`config.mk`:
```
export PLATFORM = sky130hd
export DESIGN_NAME = multicycle_controller
export DESIGN_NICKNAME = d
export VERILOG_FILES = /design/src/rtl/multicycle_controller.sv
export SDC_FILE = /design/constraint.sdc
export NUM_CORES = 1
export LEC_CHECK = 0
export BUFFER_PORTS_ARGS = -buffer_cell sky130_fd_sc_hd__clkbuf_2
export CORE_MARGIN = 1
export CORE_UTILIZATION = 40
export CTS_CLUSTER_SIZE = 8
export DETAILED_ROUTE_END_ITERATION = 7
export PLACE_DENSITY = 0.8
export SYNTH_ARGS = -nofsm -noshare
export SYNTH_HDL_FRONTEND = slang
export SYNTH_SLANG_ARGS = --single-unit
```
`constraint.sdc`:
```
create_clock -name clk -period 4.42 [get_ports clk]
set_input_delay 0.884 -clock clk [delete_from_list [all_inputs] [get_ports clk]]
set_output_delay 0.884 -clock clk [all_outputs]
set_load 0.03 [all_outputs]
```
`src/rtl/multicycle_controller.sv`:
```
// multicycle_controller
//   Moore sequencer for a shared multicycle MIPS datapath (one ALU, one
//   unified memory, IR / A / B / ALUOut registers). Each instruction is
//   stepped through FETCH / DECODE / EXEC / MEM / WB. Memory accesses
//   stall on mem_ready.
//
// Ports
//   clk, reset          system clock; synchronous active-high reset
//   op, funct           IR[31:26] and IR[5:0]
//   zero                ALU zero flag (current cycle)
//   mem_ready           unified memory completes its access this cycle
//   pcen, memwrite,     PC enable, memory write strobe,
//   irwrite, regwrite   IR load enable, register file write enable
//   iord                memory address select (0 PC, 1 ALUOut)
//   memtoreg, regdst    write-back data / destination register selects
//   alusrca, alusrcb    ALU operand selects
//   pcsrc               next-PC select (00 ALU, 01 ALUOut, 10 jump)
//   signOrZero          immediate extension (1 = zero-extend)
//   alucontrol          ALU operation
//   illegal_op          one-cycle pulse in DECODE for an unsupported opcode
//   state               current state, exported for debug
module multicycle_controller (
    input  logic       clk,
    input  logic       reset,
    input  logic [5:0] op,
    input  logic [5:0] funct,
    input  logic       zero,
    input  logic       mem_ready,
    output logic       pcen,
    output logic       memwrite,
    output logic       irwrite,
    output logic       regwrite,
    output logic       iord,
    output logic       memtoreg,
    output logic       regdst,
    output logic       alusrca,
    output logic [1:0] alusrcb,
    output logic [1:0] pcsrc,
    output logic       signOrZero,
    output logic [2:0] alucontrol,
    output logic       illegal_op,
    output logic [3:0] state
);

    typedef enum logic [3:0] {
        FETCH   = 4'd0,
        DECODE  = 4'd1,
        MEMADR  = 4'd2,
        MEMRD   = 4'd3,
        MEMWB   = 4'd4,
        MEMWR   = 4'd5,
        RTYPEEX = 4'd6,
        RTYPEWB = 4'd7,
        BEQEX   = 4'd8,
        ADDIEX  = 4'd9,
        WBIMM   = 4'd10,
        JEX     = 4'd11,
        BNEEX   = 4'd12,
        ORIEX   = 4'd13
    } state_t;

    localparam logic [5:0] OP_LW   = 6'b100011;
    localparam logic [5:0] OP_SW   = 6'b101011;
    localparam logic [5:0] OP_RTYP = 6'b000000;
    localparam logic [5:0] OP_BEQ  = 6'b000100;
    localparam logic [5:0] OP_BNE  = 6'b000101;
    localparam logic [5:0] OP_ADDI = 6'b001000;
    localparam logic [5:0] OP_ORI  = 6'b001101;
    localparam logic [5:0] OP_J    = 6'b000010;

    state_t     cur;
    state_t     dec;
    logic [1:0] aluop;

    assign state = cur;

    // State register and next-state logic.
    always_ff @(posedge clk) begin
        if (reset) begin
            cur <= FETCH;
        end else begin
            case (cur)
                FETCH:   if (mem_ready) cur <= DECODE;
                DECODE: begin
                    case (op)
                        OP_LW, OP_SW: cur <= MEMADR;
                        OP_RTYP:      cur <= RTYPEEX;
                        OP_BEQ:       cur <= BEQEX;
                        OP_BNE:       cur <= BNEEX;
                        OP_ADDI:      cur <= ADDIEX;
                        OP_ORI:       cur <= ORIEX;
                        OP_J:         cur <= JEX;
                        default:      cur <= FETCH;
                    endcase
                end
                MEMADR:  cur <= (op == OP_LW) ? MEMRD : MEMWR;
                MEMRD:   if (mem_ready) cur <= MEMWB;
                MEMWR:   if (mem_ready) cur <= FETCH;
                RTYPEEX: cur <= RTYPEWB;
                ADDIEX:  cur <= WBIMM;
                ORIEX:   cur <= WBIMM;
                default: cur <= FETCH;
            endcase
        end
    end

    // Output decode. While reset is held the datapath sees FETCH controls,
    // but every strobe that changes architectural state is suppressed so an
    // aborted instruction leaves no trace.
    always_comb begin
        dec        = reset ? FETCH : cur;
        pcen       = 1'b0;
        memwrite   = 1'b0;
        irwrite    = 1'b0;
        regwrite   = 1'b0;
        iord       = 1'b0;
        memtoreg   = 1'b0;
        regdst     = 1'b0;
        alusrca    = 1'b0;
        alusrcb    = 2'b00;
        pcsrc      = 2'b00;
        signOrZero = 1'b0;
        aluop      = 2'b00;
        illegal_op = 1'b0;
        case (dec)
            FETCH: begin
                alusrcb = 2'b01;
                irwrite = mem_ready;
                pcen    = mem_ready;
            end
            DECODE: begin
                alusrcb = 2'b11;
                case (op)
                    OP_LW, OP_SW, OP_RTYP, OP_BEQ, OP_BNE,
                    OP_ADDI, OP_ORI, OP_J: illegal_op = 1'b0;
                    default:               illegal_op = 1'b1;
                endcase
            end
            MEMADR: begin
                alusrca = 1'b1;
                alusrcb = 2'b10;
            end
            MEMRD: iord = 1'b1;
            MEMWB: begin
                memtoreg = 1'b1;
                regwrite = 1'b1;
            end
            MEMWR: begin
                iord     = 1'b1;
                memwrite = 1'b1;
            end
            RTYPEEX: begin
                alusrca = 1'b1;
                aluop   = 2'b10;
            end
            RTYPEWB: begin
                regdst   = 1'b1;
                regwrite = 1'b1;
            end
            BEQEX, BNEEX: begin
                alusrca = 1'b1;
                aluop   = 2'b01;
                pcsrc   = 2'b01;
                pcen    = (dec == BEQEX) ? zero : ~zero;
            end
            ADDIEX: begin
                alusrca = 1'b1;
                alusrcb = 2'b10;
            end
            ORIEX: begin
                alusrca    = 1'b1;
                alusrcb    = 2'b10;
                aluop      = 2'b11;
                signOrZero = 1'b1;
            end
            WBIMM: regwrite = 1'b1;
            JEX: begin
                pcsrc = 2'b10;
                pcen  = 1'b1;
            end
            default: ;
        endcase
        if (reset) begin
            pcen       = 1'b0;
            irwrite    = 1'b0;
            illegal_op = 1'b0;
        end
    end

    // ALU control; unknown R-type funct codes fall back to AND rather than trap.
    always_comb begin
        case (aluop)
            2'b00: alucontrol = 3'b010;
            2'b01: alucontrol = 3'b110;
            2'b11: alucontrol = 3'b001;
            default: begin
                case (funct)
                    6'b100000: alucontrol = 3'b010;
                    6'b100010: alucontrol = 3'b110;
                    6'b100100: alucontrol = 3'b000;
                    6'b100101: alucontrol = 3'b001;
                    6'b101010: alucontrol = 3'b111;
                    default:   alucontrol = 3'b000;
                endcase
            end
        endcase
    end

endmodule

```
# Word level (Yosys, flattened, before mapping)

Index checks and enable logic that the tools add are counted.

Register bits after elaboration: 4
Input bits: 16
Output and inout bits: 21
Logic and storage cells: 78

Equality and inequality tests: 36
Mux-type cells: 27
Bitwise operators: 1
Reductions and logical operators: 13

Operator list:

| cell                                                                  | count |
|---|---|
| 4-bit case mux with 7 select lines                                    | 2 |
| 6-bit equality test, second input constant                            | 6 |
| 4-bit equality test, second input constant                            | 8 |
| 4-bit by 3-bit equality test with 1-bit output, second input constant | 6 |
| 4-bit by 2-bit equality test with 1-bit output, second input constant | 4 |
| 4-bit two-way mux                                                     | 4 |
| 1-bit two-way mux                                                     | 14 |
| 6-bit by 3-bit equality test with 1-bit output, second input constant | 2 |
| 6-bit by 4-bit equality test with 1-bit output, second input constant | 2 |
| 2-bit case mux with 3 select lines                                    | 2 |
| 3-bit case mux with 4 select lines                                    | 1 |
| 3-bit case mux with 3 select lines                                    | 1 |
| 4-bit by 1-bit equality test with 1-bit output, second input constant | 2 |
| 4-bit zero test                                                       | 2 |
| 2-bit OR reduction                                                    | 4 |
| 8-bit OR reduction                                                    | 1 |
| 6-bit by 2-bit equality test with 1-bit output, second input constant | 1 |
| 6-bit zero test                                                       | 1 |
| 2-bit != test, second input constant                                  | 3 |
| 3-bit OR reduction                                                    | 2 |
| 6-bit OR reduction                                                    | 1 |
| 2-bit case mux with 2 select lines                                    | 1 |
| 3-bit two-way mux                                                     | 1 |
| 1-bit case mux with 3 select lines                                    | 1 |
| other kinds (5)                                                       | 5 |

# Longest topological paths before layout

Depth after elaboration: 6
Gate-level depth with buffers: 5
Depth with buffers taken out: 4

# Least setup slack after synthesis

Ideal clock, no wire load.

Kind: input port to output port
Start: in op[0]
End: out illegal_op
Arrival time: 2.408 ns
Required time: 3.536 ns
Path slack: 1.128 ns
Stages on the path: 5
Path buffers: 1
Path through: buf_6 and2b_1 o32a_1 nor3_2 nor4b_1

Cells in the longest elaborated chain, start to end: 5
Elaborated cells on any way between the ends: 12

Ends and longest elaborated chain:

| what                                              | line | RTL |
|---|---|---|
| start, declared                                   | 25   | `input logic [5:0] op,` |
| 6-bit equality test, or another cell as far along | 133  | `case (op)` |
| 8-bit OR reduction (*)                            | 133  |  |
| 1-bit two-way mux (*)                             | 133  |  |
| 1-bit two-way mux (*)                             | 125  | `case (dec)` |
| 1-bit two-way mux (*)                             | 183  | `if (reset) begin` |
| end, declared                                     | 41   | `output logic illegal_op,` |

Mark *: on every way between the ends. The rest lies on a longest branch, timed or not.

# Worst setup path in the final report

Same ends and word-level chain as after synthesis.

==> report_table.html <==
<table>
<tr><th>Metric</th><th>Value</th></tr>
<tr><th colspan="2">Critical path</th></tr>
<tr><td>Critical path start-end classification</td><td>in2out</td></tr>
<tr><td>Crit-path max cell delay</td><td>~0.55 ns</td></tr>
<tr><td>Most repeated library cell on the critical path</td><td>sky130_fd_sc_hd__clkbuf_2</td></tr>
<tr><td>Worst reg2reg path endpoint</td><td>state[2]</td></tr>
<tr><td>Reg2reg path depth</td><td>4</td></tr>
<tr><td>Required time reported for the critical path endpoint</td><td>around 3.5 ns</td></tr>
<tr><td>Crit-path leading delay family</td><td>simple AND/OR/NAND/NOR gates</td></tr>
<tr><td>Minimum setup slack among reg-to-reg paths</td><td>2.95 ns</td></tr>
<tr><td>CP startpoint kind</td><td>input port</td></tr>
<tr><td>Count of buffer and inverter cells on the critical path</td><td>2</td></tr>
<tr><td>Crit path DAT</td><td>~2.1 ns</td></tr>
<tr><td>Worst flop-to-flop path startpoint</td><td>state[0]</td></tr>
<tr><td>Cells traversed along the worst timing path</td><td>clkbuf_2 -&gt; or4_1 -&gt; a211oi_2 -&gt; nor4b_1 -&gt; clkbuf_2</td></tr>
<tr><td>Instance count on the critical path</td><td>5</td></tr>
<tr><td>Max FO, Critical Path</td><td>9</td></tr>
<tr><td>Standard cell with the maximum stage delay on the critical path</td><td>sky130_fd_sc_hd__or4_1</td></tr>
<tr><td>Kind of end point of the critical path</td><td>primary output</td></tr>
<tr><th colspan="2">Synthesis</th></tr>
<tr><td>Sequential element share of the synthesized area</td><td>about an eighth</td></tr>
<tr><td>Number of distinct library cells after synthesis</td><td>43</td></tr>
<tr><td>Proportion of register bits with asynchronous set or reset after synthesis</td><td>0%</td></tr>
<tr><td>Dominant cell by count in the synthesized netlist</td><td>sky130_fd_sc_hd__nor2_1</td></tr>
<tr><td>Most instantiated cells after synthesis</td><td>sky130_fd_sc_hd__nor2_1, sky130_fd_sc_hd__nand2b_1, sky130_fd_sc_hd__nor3_1, sky130_fd_sc_hd__a21oi_1, sky130_fd_sc_hd__nor2b_1</td></tr>
<tr><td>Post-synth top area cell</td><td>sky130_fd_sc_hd__dfxtp_1</td></tr>
<tr><td>Mean instance size in the synthesized netlist</td><td>just under 7 um2</td></tr>
<tr><td>Cells after synthesis</td><td>100</td></tr>
<tr><td>Top-area cell type share of the netlist area</td><td>approximately an eighth</td></tr>
<tr><td>Post-synthesis register bit count</td><td>4</td></tr>
<tr><td>Cell area after technology mapping</td><td>between 600 and 700 um2</td></tr>
<tr><td>Top FF cell, synth</td><td>sky130_fd_sc_hd__dfxtp_1</td></tr>
<tr><td>Synthesized net count</td><td>116</td></tr>
<tr><td>Synth top area cells</td><td>sky130_fd_sc_hd__dfxtp_1, sky130_fd_sc_hd__nand2b_1, sky130_fd_sc_hd__nor2_1</td></tr>
<tr><td>Number of enable flip-flop cells after synthesis</td><td>0</td></tr>
<tr><td>Count of synthesis-stage warnings from yosys</td><td>0</td></tr>
<tr><th colspan="2">Timing</th></tr>
<tr><td>Worst-margin pin slew</td><td>around 0.58 ns</td></tr>
<tr><td>Slew Limit Headroom</td><td>between 60% and 70%</td></tr>
<tr><td>Worst clock skew</td><td>about 0.0054 ns</td></tr>
<tr><td>Number of endpoints with negative hold slack in the final report</td><td>0</td></tr>
<tr><td>TNS Setup</td><td>0 ns</td></tr>
<tr><td>Post-route clock period utilization</td><td>between 60% and 70%</td></tr>
<tr><td>Number of endpoints failing setup at the final stage</td><td>0</td></tr>
<tr><td>Slew Viols, Final</td><td>0</td></tr>
<tr><td>Setup repair after global routing missed its margin</td><td>no</td></tr>
<tr><td>Post-layout min period</td><td>2.93 ns</td></tr>
<tr><td>Worst Hold Margin</td><td>0.771 ns</td></tr>
<tr><td>Top achievable clock speed</td><td>~340 MHz</td></tr>
<tr><th colspan="2">Die</th></tr>
<tr><td>Die boundary height</td><td>approximately 43 um</td></tr>
<tr><td>Number of standard-cell rows in the floorplan</td><td>14</td></tr>
<tr><td>Floorplan core area</td><td>roughly 1500 um2</td></tr>
<tr><td>Chip width</td><td>around 43 um</td></tr>
<tr><td>Die ar.</td><td>between 1500 and 2000 um2</td></tr>
<tr><td>Starting Density</td><td>about 44%</td></tr>
<tr><td>Ports</td><td>37</td></tr>
<tr><th colspan="2">CTS</th></tr>
<tr><td>Number of H-tree levels</td><td>1</td></tr>
<tr><td>Clock Path Buffers</td><td>2</td></tr>
<tr><td>Number of CTS-inserted buffers</td><td>3</td></tr>
<tr><td>Register clock-pin slew on the reported worst setup and hold paths</td><td>0.03 ns</td></tr>
<tr><td>Number of buffers added for setup after CTS</td><td>0</td></tr>
<tr><td>CTS tree</td><td>built</td></tr>
<tr><td>Latest clock arrival within the worst-skew pair</td><td>about 0.24 ns</td></tr>
<tr><td>Post-CTS resize count</td><td>0</td></tr>
<tr><td>Cell chosen for the clock root</td><td>sky130_fd_sc_hd__clkbuf_4</td></tr>
<tr><td>Number of sinks driven by the clock tree</td><td>4</td></tr>
<tr><td>Hold buffer count at cts</td><td>0</td></tr>
<tr><th colspan="2">Worst hold path</th></tr>
<tr><td>Worst hold start</td><td>state[2]</td></tr>
<tr><td>Path class of the lowest-slack min-delay path</td><td>reg2reg</td></tr>
<tr><td>Worst hold path stage count</td><td>2</td></tr>
<tr><td>Hold EP</td><td>state[2]</td></tr>
<tr><th colspan="2">GRT</th></tr>
<tr><td>Initial antenna violation count</td><td>0</td></tr>
<tr><td>GR Layer Usage met3</td><td>under 10%</td></tr>
<tr><td>Layer carrying the most global-route usage</td><td>met2</td></tr>
<tr><td>Maximum number of pins on one net before global-route repair</td><td>19</td></tr>
<tr><td>Overall routing resource usage</td><td>between 20 and 25%</td></tr>
<tr><td>Global-route wire length before repair</td><td>roughly 2900 um</td></tr>
<tr><td>Grt total ovfl</td><td>0</td></tr>
<tr><td>GRT met1 Usage</td><td>27.6%</td></tr>
<tr><td>Fraction of met2 tracks used by global routing</td><td>between 30% and 40%</td></tr>
<tr><td>Vias in the first global route</td><td>666</td></tr>
<tr><th colspan="2">Layout</th></tr>
<tr><td>Layout cells sized above 1</td><td>33.6%</td></tr>
<tr><td>Number of filler instances in the final layout</td><td>160</td></tr>
<tr><td>Number of flip-flops under the largest register name</td><td>4</td></tr>
<tr><td>Number of nets in the final layout</td><td>149</td></tr>
<tr><td>Layout area overhead</td><td>26.0%</td></tr>
<tr><td>Area used by multi-input combinational logic</td><td>546 um2</td></tr>
<tr><td>Diode count</td><td>0</td></tr>
<tr><td>Area used by sequential logic in the layout</td><td>between 80 and 90 um2</td></tr>
<tr><th colspan="2">Routing</th></tr>
<tr><td>Number of detailed-routing iterations run before antenna repair</td><td>4</td></tr>
<tr><td>DRT iter0 DRCs</td><td>12</td></tr>
<tr><td>Detail Route Antenna Nets</td><td>0</td></tr>
<tr><td>Vias per cell</td><td>around 5.9</td></tr>
<tr><td>Wire length per cell after detailed routing</td><td>roughly 12 um</td></tr>
<tr><td>Remaining DRCs</td><td>0</td></tr>
<tr><td>Total length of routed wires</td><td>1770 um</td></tr>
<tr><td>Vias after detailed routing</td><td>866</td></tr>
<tr><th colspan="2">Placement</th></tr>
<tr><td>DP HPWL</td><td>1350 um</td></tr>
<tr><td>Placer's final routability congestion estimate</td><td>about 0.80</td></tr>
<tr><td>Buffers added on ports</td><td>36</td></tr>
<tr><th colspan="2">Power</th></tr>
<tr><td>Maximum vdd ir drop</td><td>0.182 mV</td></tr>
<tr><td>Reported leakage power</td><td>~0.36 nW</td></tr>
<tr><td>Power density over the cells</td><td>179 nW/um2</td></tr>
<tr><th colspan="2">Outcome</th></tr>
<tr><td>Outcome</td><td>complete, no violations</td></tr>
<tr><th colspan="2">Run</th></tr>
<tr><td>Max-cap viol count</td><td>0</td></tr>
</table>
## layout by cell type, fill, tap and decap left out, types with 2 or more instances in the layout
master and count:
sky130_fd_sc_hd__nand2b_1 9, sky130_fd_sc_hd__inv_1 2, sky130_fd_sc_hd__clkbuf_4 3, sky130_fd_sc_hd__a31oi_1 3, sky130_fd_sc_hd__nand3_1 3, sky130_fd_sc_hd__nand3b_1 2, sky130_fd_sc_hd__o21ai_1 3, sky130_fd_sc_hd__nor2_1 12
sky130_fd_sc_hd__nor3_1 8, sky130_fd_sc_hd__nor4b_1 2, sky130_fd_sc_hd__nor3_2 2, sky130_fd_sc_hd__nor4_1 3, sky130_fd_sc_hd__dfxtp_1 4, sky130_fd_sc_hd__o21ai_0 2, sky130_fd_sc_hd__o31ai_1 2, sky130_fd_sc_hd__a21oi_1 6
sky130_fd_sc_hd__xnor2_1 2, sky130_fd_sc_hd__and2_1 2, sky130_fd_sc_hd__nor2b_1 5, sky130_fd_sc_hd__clkbuf_2 36
## layout make-up
type                            instances  area share, %
Multi-Input combinational cell         86           63.7
Clock buffer                            3           2.63
Sequential cell                         4           9.36
Tap cell                               16           2.34
Inverter                                2          0.877
Timing Repair Buffer                   36           21.1
## power breakdown
group / total (mW) / switching (mW) / internal (mW)
clock network: 0.0449 / 0.0145 / 0.0303
logic: 0.0627 / 0.0388 / 0.0240
registers: 0.0455 / 0.00740 / 0.0381
## worst register-to-register path, stage by stage, from the launching register on
cell and delay [ns]:
sky130_fd_sc_hd__dfxtp_1 0.62, sky130_fd_sc_hd__nand2b_1 0.19, sky130_fd_sc_hd__a21oi_1 0.19, sky130_fd_sc_hd__o21ai_1 0.10, sky130_fd_sc_hd__o32ai_1 0.27
## kinds of logic after synthesis
| kind of cell | Yosys count | share of synthesized area (%) |
|---|---|---|
| AND/OR/NAND/NOR | 56 | 49.5 |
| XOR/XNOR | 3 | 3.87 |
| buffers and inverters | 10 | 7.92 |
| flip-flops | 4 | 11.8 |
| AO/OA/AOI/OAI | 27 | 26.9 |
## how the worst max path moves through the flow
stage,from,endpoint
after floorplan,op[0],illegal_op
after global placement,op[0],illegal_op
after detailed placement,op[0],illegal_op
after CTS,op[0],illegal_op
after global routing,op[1],illegal_op
final,op[0],illegal_op
## through the flow
step	std cells	cell area, um2	power (mW)	setup WS (ns)	utilization, %
floorplan	100	679	0.0892	1.13	-
global placement	144	833	0.107	1.49	54.1
detailed placement	144	833	0.109	1.48	54.1
CTS	147	856	0.156	1.48	55.5
global route	147	856	0.166	1.32	55.5
finish	147	856	0.153	1.49	55.5
## per-layer routing
metal | vias to the layer above | wire, um
li1 | 437 | -
met1 | 383 | 801
met2 | 46 | 824
met3 | 0 | 142
met4 | 0 | 0
met5 | - | 0
Power figures use the tool's default switching activity.
